**config.mk**
```make
export PLATFORM = sky130hd
export DESIGN_NAME = fd_stage_queue
export DESIGN_NICKNAME = d
export VERILOG_FILES = /design/src/rtl/fd_stage_queue.sv
export SDC_FILE = /design/constraint.sdc
export NUM_CORES = 1
export LEC_CHECK = 0
export CAP_MARGIN = 25
export CORE_MARGIN = 10
export CORE_UTILIZATION = 45
export DETAILED_ROUTE_END_ITERATION = 6
export PLACE_DENSITY = 0.8
export SYNTH_ARGS = -nofsm -noshare
export SYNTH_HDL_FRONTEND = slang
export SYNTH_SLANG_ARGS = --single-unit
export TNS_END_PERCENT = 5
```
**constraint.sdc**
```tcl
create_clock -name clock -period 5 [get_ports clock]
set_clock_uncertainty 0.15 [all_clocks]
set_input_delay 1 -clock clock [delete_from_list [all_inputs] [get_ports clock]]
set_output_delay 1 -clock clock [all_outputs]
set_load 0.01 [all_outputs]
```
**src/rtl/fd_stage_queue.sv**
```systemverilog
// Fetch/decode stage buffer: DEPTH-entry FIFO of {inst, seqNextPc} with valid/ready
// on both sides, synchronous flush, and the head entry presented as decode fields.
module fd_stage_queue #(
  parameter int INST_W = 32,
  parameter int PC_W   = 12,
  parameter int DEPTH  = 2,
  parameter int CNT_W  = $clog2(DEPTH) + 1
) (
  input  logic                clock,
  input  logic                reset,
  input  logic                flush,
  input  logic                in_valid,
  output logic                in_ready,
  input  logic [INST_W-1:0]   inst,
  input  logic [PC_W-1:0]     seqNextPcIn,
  output logic                out_valid,
  input  logic                out_ready,
  output logic [4:0]          opcode,
  output logic [4:0]          rd,
  output logic [4:0]          rs,
  output logic [4:0]          rt,
  output logic [4:0]          shamt,
  output logic [4:0]          aluOp,
  output logic [INST_W-16:0]  imm,
  output logic [INST_W-6:0]   t,
  output logic [PC_W-1:0]     seqNextPcOut,
  output logic [CNT_W-1:0]    count
);

  localparam int PTR_W = $clog2(DEPTH);
  localparam int M     = INST_W - 1;

  logic [INST_W-1:0] inst_mem [DEPTH];
  logic [PC_W-1:0]   pc_mem   [DEPTH];
  logic [PTR_W-1:0]  wr_ptr;
  logic [PTR_W-1:0]  rd_ptr;
  logic [CNT_W-1:0]  cnt_q;
  logic              push;
  logic              pop;
  logic [INST_W-1:0] head;

  // in_ready looks only at occupancy, so a full buffer never accepts even while popping.
  assign in_ready  = (cnt_q != CNT_W'(DEPTH));
  assign out_valid = (cnt_q != '0);
  assign push      = in_valid & in_ready & ~flush;
  assign pop       = out_valid & out_ready & ~flush;
  assign count     = cnt_q;

  always_ff @(posedge clock or negedge reset) begin
    if (!reset) begin
      wr_ptr <= '0;
      rd_ptr <= '0;
      cnt_q  <= '0;
    end else if (flush) begin
      wr_ptr <= '0;
      rd_ptr <= '0;
      cnt_q  <= '0;
    end else begin
      if (push) wr_ptr <= wr_ptr + PTR_W'(1);
      if (pop)  rd_ptr <= rd_ptr + PTR_W'(1);
      if (push && !pop)      cnt_q <= cnt_q + CNT_W'(1);
      else if (pop && !push) cnt_q <= cnt_q - CNT_W'(1);
    end
  end

  // Storage is data only; stale entries are hidden by the out_valid gating below.
  always_ff @(posedge clock) begin
    if (push) begin
      inst_mem[wr_ptr] <= inst;
      pc_mem[wr_ptr]   <= seqNextPcIn;
    end
  end

  assign head = inst_mem[rd_ptr];

  always_comb begin
    opcode       = '0;
    rd           = '0;
    rs           = '0;
    rt           = '0;
    shamt        = '0;
    aluOp        = '0;
    imm          = '0;
    t            = '0;
    seqNextPcOut = '0;
    if (out_valid) begin
      opcode       = head[M   -: 5];
      rd           = head[M-5 -: 5];
      rs           = head[M-10 -: 5];
      rt           = head[M-15 -: 5];
      shamt        = head[M-20 -: 5];
      aluOp        = head[M-25 -: 5];
      imm          = head[M-15:0];
      t            = head[M-5:0];
      seqNextPcOut = pc_mem[rd_ptr];
    end
  end

endmodule
```
==> results by group <==
Setup path
  • CP Class: reg -> out
  • Setup crit end kind: primary output
  • Required @ worst endpoint: 3850 ps
  • Crit path DAT: 2560 ps
  • CP Max Fanout: 31
  • Type of origin of the critical path: register

Logic synthesis
  • Async S/R FF share, synth: 0.0435
  • Post-synth top area cell: edfxtp_1
  • Synthesis warning total: 0
  • Syn nets: 303
  • EDFF count, synth: 88
  • Synth Flop Type: edfxtp_1
  • Synth area leaders: edfxtp_1 68%, mux2i_1 12%, buf_4 9.1%, nor2_1 4.4%, dfrtp_1 2.6%
  • Netlist cell types: 21
  • Seq/Total Area, Yosys: 0.711
  • Share of the synthesized area in the top cell type: 0.685
  • Post-synthesis register bit count: 92
  • Avg Inst Size Synth: 15.2 sq um
  • Post-Syn Instances: 254
  • Synthesized area: 3860 sq um

Die
  • Cell Rows: 33
  • Core ar.: 8300 sq um
  • Die width: 113 um
  • Ports: 139
  • Die Y: 113 um
  • Initial core utilization: 0.465
  • DIE AREA: 12700 sq um

Drt
  • DR DRC count: 0
  • Avg WL per Cell: 17.7 um
  • Final wirelength: 8300 um
  • Via-per-instance ratio: 4.78
  • Post-route ant nets: 0
  • Detailed Route Iter0 Violations: 80
  • Total number of vias: 2238
  • Pre-antenna DRT Iters: 4

Power
  • Tot Pwr: 1.64 mW
  • Comb pwr share: 0.180
  • Leak: 1.76 nW
  • Pint: 1.27 mW
  • Register share of total power: 0.546
  • Cell Pwr Density: 310 nW/um^2
  • Clock share of power: 0.273
  • Worst vdd ir: 191 uV
  • NetSw: 368 uW
  • Sw Share: 0.225

Clock network
  • Root Driver: clkbuf_8
  • TritonCTS clock tree: built
  • Post-CTS Setup Repair Bufs: 0
  • # H-tree levels: 3
  • Num CTS Buffers: 9
  • Clk slew on worst S/H paths: 70 ps
  • CTS max path bufs: 2
  • Post-CTS Hold Buffers: 0
  • Post-CTS sizing: 0
  • CTS Sinks: 92
  • Clk Latency, worst-skew pair: 330 ps

STA
  • Crit path time final: 3710 ps
  • RSZ-0062 raised after global routing: no
  • Fmax: 270 MHz
  • Worst-Margin Slew: 868 ps
  • Final Hold Viols: 0
  • Setup TNS: 0 ps
  • # setup viols final: 0
  • Hold Slack: 466 ps
  • Part of the cycle the worst path needs: 0.742
  • Max Slew Vio Count: 0
  • Worst rel slew slack: 0.421

Place
  • Port Buffers: 138
  • Dpl hpwl: 6150 um
  • RD Place Congestion: 0.721

Run
  • Max cap viols: 0

Final layout
  • # diodes: 0
  • Layout area overhead: 36.7%
  • Layout cells sized above 1: 0.0744
  • Filler instances: 603
  • Final layout net count: 409
  • Final core occ: 0.635

GRT
  • Vias in the first global route: 2457
  • Grt ovf: 0
  • Largest net degree at the start of global routing: 46
  • Antenna violations before repair: 0
  • First-pass GRT wire length: 12800 um
  • Total global-route track usage: 0.126

Outcome
  • Status: completed

Worst hold path
  • Hold WC Path Type: reg -> reg
## state kept, by name, summed over array words and instances (netlist names)
signal and cells:
pc_mem 24, rd_ptr 1, wr_ptr 1, count 2, inst_mem 64
## power groups by stage
stage / Sequential, mW / Clock (mW) / Combinational [mW]
floorplan: 0.902 / 0 / 0.159
global placement: 0.911 / 0 / 0.286
detailed placement: 0.913 / 0 / 0.292
CTS: 0.895 / 0.463 / 0.294
global route: 0.898 / 0.494 / 0.319
finish: 0.894 / 0.448 / 0.295
## Yosys cell counts (2+ instances only)
| library cell | number |
|---|---|
| edfxtp_1 | 88 |
| buf_4 | 47 |
| mux2i_1 | 45 |
| nor2_1 | 45 |
| a21oi_1 | 4 |
| buf_2 | 4 |
| dfrtp_1 | 4 |
| inv_1 | 2 |
| nor3b_1 | 2 |
| o21ai_0 | 2 |
## per-stage QoR
| step | cell area, sq um | setup WS [ps] | instances |
|---|---|---|---|
| final | 5270 | 1290 | 468 |
| after global routing | 5270 | 1100 | 468 |
| after CTS | 5220 | 1210 | 465 |
| after detailed placement | 5050 | 1530 | 451 |
| after global placement | 5050 | 1560 | 451 |
| after floorplan | 3860 | 37.0 | 254 |
## cell usage in the layout (no fill, tap or decap), types with 2 or more instances in the layout
cell	count
a21oi_1	4
buf_4	5
buf_6	2
clkbuf_1	2
clkbuf_8	9
clkdlybuf4s50_1	138
clkinv_2	2
dfrtp_1	3
edfxtp_1	88
inv_1	2
mux2i_1	45
nor2_1	45
o21ai_0	2
## final cells by class
class                   instances  area [sq um]  area share
well taps                     105           131      0.0249
repair buffers                146          1470       0.279
inverters                       3          11.3     0.00214
clock buffers                  11           131      0.0249
clock inverters                 3          40.0     0.00759
flip-flops and latches         92          2740       0.520
multi-input cells             108           747       0.142
## metal layers
metal / vias up / global-route usage / part of all wire
met5: - / 0 / 0
met4: 0 / 0.0431 / 0.0070
met3: 6 / 0.0628 / 0.10
met2: 90 / 0.222 / 0.52
met1: 1064 / 0.126 / 0.37
li1: 1078 / - / -
## worst max-delay path, stage by stage (launching register included)
cell and delay, ps:
dfrtp_2 940, buf_4 410, mux2i_1 110, nor2_1 170, clkdlybuf4s50_1 590
## logic make-up after synthesis
group / Yosys count / share of synthesized area
AOI/OAI and AO/OA: 8 / 0.0117
buffers and inverters: 54 / 0.0995
muxes: 45 / 0.117
and+or+nand+nor: 54 / 0.0590
DFF: 92 / 0.711
xor gates and xnor gates: 1 / 0.00227
## worst paths after layout
| path | start | to | slack [ps] | cells past startpoint |
|---|---|---|---|---|
| setup / recovery | rd_ptr | t[12] | 1290 | 4 |
| hold / removal | wr_ptr | wr_ptr | 470 | 2 |
| setup reg to reg | count[1] | pc_mem[0][6] | 2830 | 6 |
| min in group asynchronous | reset | count[0] | 710 | 1 |
| hold reg to reg | wr_ptr | wr_ptr | 470 | 2 |
| max in group asynchronous | reset | rd_ptr | 3790 | 1 |
(Power assumes the default switching activity.)
